===== config.mk =====
export PLATFORM = sky130hd
export DESIGN_NAME = wb_data_bus_arbiter
export DESIGN_NICKNAME = d
export VERILOG_FILES = /design/src/rtl/wb_data_bus_arbiter.sv
export SDC_FILE = /design/constraint.sdc
export NUM_CORES = 1
export LEC_CHECK = 0
export CAP_MARGIN = 0
export CORE_AREA = 2 2 106 108
export CTS_BUF_LIST = sky130_fd_sc_hd__clkbuf_16
export CTS_CLUSTER_SIZE = 30
export DETAILED_ROUTE_END_ITERATION = 16
export DIE_AREA = 0 0 108 110
export PLACE_DENSITY = 0.61
export SLEW_MARGIN = 20
export SYNTH_ARGS = -nofsm -noshare
export SYNTH_HDL_FRONTEND = slang
export SYNTH_SLANG_ARGS = --single-unit

===== constraint.sdc =====
create_clock -name clk -period 1.9 [get_ports clk]
set_input_delay 0.19 -clock clk [delete_from_list [all_inputs] [get_ports clk]]
set_output_delay 0.19 -clock clk [all_outputs]
set_load 0.02 [all_outputs]

===== src/rtl/wb_data_bus_arbiter.sv =====
// -----------------------------------------------------------------------------
// wb_data_bus_arbiter
//
// Shares one Wishbone (WB4) slave port between two masters:
//   M0 = load/store state machine, M1 = instruction fetch.
// Arbitration is registered. The owner keeps the grant for a whole bus
// transaction, or for several transactions while it holds its lock input, so
// read-modify-write and unaligned two-word sequences stay atomic.
// A watchdog aborts a strobe the slave never acknowledges and returns a
// one-cycle error pulse to the owning master.
//
// Parameters
//   TIMEOUT_CYCLES : stalled strobe cycles tolerated before the abort (2..255)
//   ROUND_ROBIN    : 1 = a tie goes to the master not served last,
//                    0 = M0 always wins a tie
//
// Ports
//   clk, rst                  clock, synchronous active-high reset
//   mX_cyc/stb/we/adr/dat_o   master X bus request (X = 0, 1)
//   mX_lock                   master X keeps the grant across CYC drops
//   mX_ack, mX_err            acknowledge / timeout error routed to master X
//   m_dat_i                   read data broadcast to both masters (= s_dat_i)
//   s_cyc/stb/we/adr/dat_o    slave-side request, mirrors the owning master
//   s_dat_i, s_ack            slave read data and acknowledge
//   grant                     one-hot owner: 01 = M0, 10 = M1, 00 = none
// -----------------------------------------------------------------------------
module wb_data_bus_arbiter #(
  parameter int TIMEOUT_CYCLES = 255,
  parameter bit ROUND_ROBIN    = 1'b1
) (
  input  logic        clk,
  input  logic        rst,
  // master 0 (load/store)
  input  logic        m0_cyc,
  input  logic        m0_stb,
  input  logic        m0_we,
  input  logic [31:0] m0_adr,
  input  logic [31:0] m0_dat_o,
  input  logic        m0_lock,
  output logic        m0_ack,
  output logic        m0_err,
  // master 1 (instruction fetch)
  input  logic        m1_cyc,
  input  logic        m1_stb,
  input  logic        m1_we,
  input  logic [31:0] m1_adr,
  input  logic [31:0] m1_dat_o,
  input  logic        m1_lock,
  output logic        m1_ack,
  output logic        m1_err,
  // shared read data
  output logic [31:0] m_dat_i,
  // slave port
  output logic        s_cyc,
  output logic        s_stb,
  output logic        s_we,
  output logic [31:0] s_adr,
  output logic [31:0] s_dat_o,
  input  logic [31:0] s_dat_i,
  input  logic        s_ack,
  // current owner
  output logic [1:0]  grant
);

  // State encoding doubles as the one-hot grant vector.
  typedef enum logic [1:0] {
    IDLE = 2'b00,
    OWN0 = 2'b01,
    OWN1 = 2'b10
  } state_t;

  localparam logic [7:0] TO_VAL = 8'(TIMEOUT_CYCLES);

  state_t      r_state;
  logic        r_last_m1;   // 1 when M1 was the most recent owner
  logic [7:0]  r_wd_cnt;    // stalled-strobe cycles of the current owner

  // Master requests packed so the owner can be selected by index.
  logic [1:0]  w_cyc;
  logic [1:0]  w_stb;
  logic [1:0]  w_we;
  logic [1:0]  w_lock;
  logic [31:0] w_adr [2];
  logic [31:0] w_dat [2];

  logic [1:0]  w_own;
  logic [1:0]  w_ack;
  logic [1:0]  w_err;
  logic        w_active;
  logic        w_sel;
  logic        w_timeout;
  logic        w_release;

  assign w_cyc    = {m1_cyc, m0_cyc};
  assign w_stb    = {m1_stb, m0_stb};
  assign w_we     = {m1_we, m0_we};
  assign w_lock   = {m1_lock, m0_lock};
  assign w_adr[0] = m0_adr;
  assign w_adr[1] = m1_adr;
  assign w_dat[0] = m0_dat_o;
  assign w_dat[1] = m1_dat_o;

  assign w_own    = r_state;
  assign w_active = |w_own;
  assign w_sel    = w_own[1];

  // Abort once the counter has reached the limit; an ack arriving in the same
  // cycle completes the transfer instead.
  assign w_timeout = w_active && (r_wd_cnt == TO_VAL) && !s_ack;

  // The owner lets go only when it has dropped both CYC and lock.
  assign w_release = !w_cyc[w_sel] && !w_lock[w_sel];

  // Slave side mirrors the owner; CYC/STB are pulled low in the abort cycle.
  assign s_cyc   = w_active && w_cyc[w_sel] && !w_timeout;
  assign s_stb   = w_active && w_stb[w_sel] && !w_timeout;
  assign s_we    = w_active && w_we[w_sel];
  assign s_adr   = w_active ? w_adr[w_sel] : 32'd0;
  assign s_dat_o = w_active ? w_dat[w_sel] : 32'd0;
  assign m_dat_i = s_dat_i;
  assign grant   = w_own;

  // Ack and err go to the owner only; w_timeout already excludes s_ack.
  genvar gi;
  generate
    for (gi = 0; gi < 2; gi++) begin : g_route
      assign w_ack[gi] = w_own[gi] && s_ack;
      assign w_err[gi] = w_own[gi] && w_timeout;
    end
  endgenerate

  assign m0_ack = w_ack[0];
  assign m1_ack = w_ack[1];
  assign m0_err = w_err[0];
  assign m1_err = w_err[1];

  always_ff @(posedge clk) begin
    if (rst) begin
      r_state   <= IDLE;
      r_last_m1 <= 1'b1;
      r_wd_cnt  <= 8'd0;
    end else begin
      case (r_state)
        IDLE: begin
          r_wd_cnt <= 8'd0;
          if (m0_cyc && m1_cyc) begin
            if (ROUND_ROBIN && !r_last_m1) begin
              r_state   <= OWN1;
              r_last_m1 <= 1'b1;
            end else begin
              r_state   <= OWN0;
              r_last_m1 <= 1'b0;
            end
          end else if (m0_cyc) begin
            r_state   <= OWN0;
            r_last_m1 <= 1'b0;
          end else if (m1_cyc) begin
            r_state   <= OWN1;
            r_last_m1 <= 1'b1;
          end
        end

        OWN0, OWN1: begin
          // The abort overrides lock; always pass through IDLE between owners.
          if (w_timeout || w_release) begin
            r_state  <= IDLE;
            r_wd_cnt <= 8'd0;
          end else if (s_ack || !w_stb[w_sel]) begin
            r_wd_cnt <= 8'd0;
          end else if (r_wd_cnt != TO_VAL) begin
            r_wd_cnt <= r_wd_cnt + 8'd1;
          end
        end

        default: begin
          r_state  <= IDLE;
          r_wd_cnt <= 8'd0;
        end
      endcase
    end
  end

endmodule


; ---- Word-level counts from Yosys, hierarchy flattened
; Cells that the tools add are included.
[classes]
n_mux = 26
eq_ne = 6
n_lt_le_gt_ge = 2
reduce_logical = 27
multipliers = 0
div = 0
n_addsub = 1
bitwise = 2
shift = 0
[op_table]
columns = op, count
row1 = $mux W32, 8
row2 = $logic_and A1 B1 Y1, 13
row3 = $mux W1, 12
row4 = $mux W2, 5
row5 = $add A8 B1 Y8 const B, 1
row6 = $eq A8 B8 Y1 const B, 1
row7 = $ne A8 B8 Y1 const B, 1
row8 = $logic_not A1 Y1, 5
row9 = $ne A4 B4 Y1 const B, 1
row10 = $pmux W2 S2, 1
row11 = $reduce_and A2 Y1, 2
row12 = $reduce_or A2 Y1, 2
row13 = $reduce_or A4 Y1, 1
row14 = $reduce_bool A3 Y1, 1
row15 = $eq A2 B1 Y1 const B, 1
row16 = $eq A2 B2 Y1 const B, 1
row17 = $ge A2 B2 Y1 const B, 1
row18 = $logic_not A2 Y1, 1
row19 = $logic_or A1 B1 Y1, 2
row20 = $lt A1 B2 Y1 const B, 1
row21 = $ne A2 B2 Y1 const B, 1
row22 = $not A1 Y2, 1
row23 = $not A1 Y1, 1
[word_totals]
inputBits = 171
n_memories = 0
latch_bits = 0
register_bits = 11
ramBits = 0
mem_bits_ro = 0
out_inout_bits = 105

; ---- Logic depth before layout (Yosys ltp)
[logic_depth]
word_depth = 7
depth_mapped = 8
ltp_nobuf = 6

; ---- Worst setup path before layout
; No wires, ideal clock.
[synth_path]
kind = register to output
startpoint = register r_state[1] (netlist: grant[1])
endpoint = output port s_adr[22]
arrival_time_ns = 1.624
path_slack_ns = 0.086
stages_incl_launch_ff = 8
required_time_ns = 1.710
cell_sequence = dfxtp_1 -> buf_4 -> inv_2 -> ha_1 -> buf_2 -> buf_2 -> buf_1 -> nor2_1
[synth_via]
elab_chain_len = 5
[synth_lines]
columns = element, line_no
row1 = from (decl), 74  ; state_t r_state;
row2 = from (signal assigned), 139  ; r_state <= IDLE;
row3 = from (signal assigned), 148  ; r_state <= OWN1;
row4 = from (signal assigned), 151  ; r_state <= OWN0;
row5 = $not A1 Y2 (not written as such), 118  ; assign s_adr = w_active ? w_adr[w_sel] : 32'd0;
row6 = $mux W32 (not written as such) (3 in series), 118
row7 = $mux W32 *, 118
row8 = to (decl), 57  ; output logic [31:0] s_adr,
; Every way passes the cells marked *; elsewhere a longest branch is shown, timed or not. The select of a mux whose other input is x is not followed.

; ---- Worst setup path in the final report
[layout_path]
startpoint = register r_state[1] (netlist: grant[1])
endpoint = output port s_adr[8]
; The elaborated chain is that of the path after synthesis.

==> results.toml <==
[detailed_routing]
drt_iter0_drc = 84
routedWlPerCell_um = 15.3
drc = 0
viasPerCell = 4.17
dr.pass1.iters = 4
wirelength_um = 8770
route.vias.total = 2391
ant_nets = 0

[setup_path]
rr_worst_depth = 6
r2r_setup_slack_ns = 0.21
crit_start = "grant[1]$_SDFFE_PP0P_"
cp-end-kind = "output pin"
r2r_start = "grant[1]$_SDFFE_PP0P_"
crit_type = "reg2out"
crit_arrival_ns = 1.66
timing.rr.end = "r_wd_cnt[0]$_SDFFE_PP0P_"
critPathMaxFanout = 32
setup.worst_path.start_class = "flip-flop"
crit_path_end = "s_adr[8]"
worstPathRequired_ns = 1.71

[global_route]
grt_pass1_vias = 2344
grt_max_degree = 46
grt_pass1_wl_um = 12400
antenna_found_initial = 0
grt.overflow.total = 0
grt_usage_pct = 13.4

[power_and_ir_drop]
power.leakage_nw = 1.65
p_per_area_mw_per_mm2 = 656
ir_drop_v = 0.000485
power_mw = 2.62

[sta]
drv_slew = 0
rsz0062_at_grt = "false"
min_period_ns = 1.85
max_freq_ghz = 0.541
post-route-period-util_pct = 97.3
fin_hold_ws_ns = 0.380
finalSetupViolCount = 0
finalHoldViolations = 0
relSlewSlack_pct = 71.6
fin_skew_ns = 0.00292
tightest_slew_ns = 0.423

[floorplanning]
num_rows = 38
die_w_um = 108
boundaryPins = 276
core_mm2 = 0.0107
start_util_pct = 17.4
die_area_mm2 = 0.0119
chipHeight_um = 110

[layout]
nFillCells = 1123
layout.nets = 607
diodes = 0
stdcell_area_mm2 = 0.00400
final_cells = 573
drive_gt1_share_pct = 12.5
area_growth_pct = 115

[place]
dp.cells = 568
dp_hpwl_um = 7290
portBuffers = 211
placed_cell_area_mm2 = 0.00396
gp_congestion = 0.809

[clock_network]
cts_sinks = 11
root_buffer = "clkbuf_16"
cts_buffers = 3
clk_path_buf_depth = 2
clk_latency_ns = 0.24
cts_tree = "done"
cts.clk_slew.worst_paths_ns = 0.04
cts-htree-levels = 1

[run]
maxCapViolCount = 0

[yosys]
ys_seq_elements = 11
netlist_area_mm2 = 0.00186
netlist_instances = 253
ys_seq_area_share_pct = 11.8
syn_avg_cell_area_um2 = 7.37
synth_nets = 426
ys.warnings.count = 0
synthDistinctLibCells = 37

[status]
outcome = "complete, no violations"

[min_path]
hold_path.class = "in2out"
==> cell families (layout without fill, tap and decap cells) <==
group	Yosys count	in the layout	synth area share [%]
compound gates	17	17	5.97
xor+xnor	2	2	0.940
fa+ha+maj	2	2	1.34
buf+inv	53	233	18.6
flops	11	11	11.8
mux	69	69	37.0
simple gates	99	99	24.3
==> metal layers <==
| metal | global-route usage (%) | part of all wire, % |
|---|---|---|
| met2 | 24.7 | 53 |
| met1 | 16.1 | 38 |
| met5 | 0 | 0 |
| met4 | 1.83 | 0.64 |
| met3 | 3.41 | 9.0 |
==> how the worst min path moves through the flow <==
stage,to,cells after the start,from
floorplan,r_last_m1$_SDFFE_PP1P_,1,rst
global placement,m_dat_i[10],0,s_dat_i[10]
detailed placement,m_dat_i[10],0,s_dat_i[10]
CTS,m_dat_i[10],0,s_dat_i[10]
global route,m_dat_i[13],0,s_dat_i[13]
finish,m_dat_i[13],0,s_dat_i[13]
==> Yosys cell counts <==
library cell	number	area, um2
a211oi_2	1	12.5
a21o_1	1	7.51
a21oi_1	6	30.0
a31oi_1	3	18.8
a32oi_1	1	8.76
and2_1	4	25.0
and3_1	1	6.26
and4_1	1	8.76
buf_1	1	3.75
buf_2	10	50.1
buf_4	34	255
buf_6	1	11.3
clkbuf_1	5	18.8
dfxtp_1	11	220
ha_1	2	25.0
inv_1	1	3.75
inv_2	1	3.75
mux2i_1	69	691
nand2_1	3	11.3
nand2b_1	2	12.5
nand3_1	1	5.00
nand3_2	1	10.0
nand4_1	2	12.5
nand4_2	1	12.5
nand4bb_1	1	11.3
nor2_1	74	278
nor3_1	2	10.0
nor3b_2	1	12.5
nor4_1	1	6.26
nor4_2	1	12.5
o21ai_0	2	10.0
o21bai_1	1	7.51
o2bb2ai_1	1	8.76
o31ai_1	1	7.51
or2_1	1	6.26
or2_2	2	12.5
xnor2_1	2	17.5
==> cells in the final DEF (no fill, tap or decap), types with 3 or more instances in the layout <==
cell | netlist | routed
nand2_1 | 3 | 3
a31oi_1 | 3 | 3
clkbuf_16 | 0 | 3
dfxtp_1 | 11 | 10
nor2_1 | 74 | 74
mux2i_1 | 69 | 68
dlygate4sd2_1 | 0 | 35
clkdlybuf4s15_1 | 0 | 13
clkdlybuf4s50_1 | 0 | 141
buf_4 | 34 | 15
clkdlybuf4s15_2 | 0 | 5
a21oi_1 | 6 | 6
clkbuf_2 | 0 | 12
and2_1 | 4 | 4
==> area by class of cell <==
| class | instances | area (um2) | share of cell area, % |
|---|---|---|---|
| Multi-Input combinational cell | 189 | 1330 | 33.2 |
| Sequential cell | 11 | 224 | 5.60 |
| Clock inverter | 1 | 3.75 | 0.0938 |
| Clock buffer | 3 | 75.1 | 1.88 |
| Timing Repair Buffer | 227 | 2190 | 54.7 |
| Inverter | 2 | 7.51 | 0.188 |
| Tap cell | 140 | 175 | 4.38 |
==> worst max-delay path: stages, from the launching register on <==
cell and delay [ns]:
dfxtp_4 0.39, inv_2 0.06, ha_4 0.19, bufbuf_16 0.31, nor2_1 0.10, dlygate4sd2_1 0.34
==> stage by stage <==
step                      setup slack, ns  setup TNS, ns  util [%]
after CTS                          0.0111              0      37.8
final                              0.0508              0      37.4
after detailed placement          -0.0876         -0.170      37.0
after global routing             0.000674              0      37.4
after global placement            -0.0545         -0.106      37.0
after floorplan                    0.0862              0         -
==> flip-flops by register name (all words and copies together) (netlist names) <==
| name | count |
|---|---|
| r_wd_cnt | 8 |
| r_last_m1 | 1 |
| grant | 2 |
==> power by group <==
| part | internal, mW | switching (mW) |
|---|---|---|
| logic | 0.940 | 1.03 |
| clock network | 0.277 | 0.115 |
| registers | 0.246 | 0.0147 |
==> repair_timing <==
| item | 4_1_cts | 5_1_grt |
|---|---|---|
| gates resized for setup | 86 | 40 |
| pin swaps | 1 | 2 |
| gates cloned | 1 | 0 |
| endpoints found under the setup margin | 67 | 27 |
| hold buffers | 0 | 0 |
| setup buffers | 0 | 0 |
(Power assumes the default switching activity.)
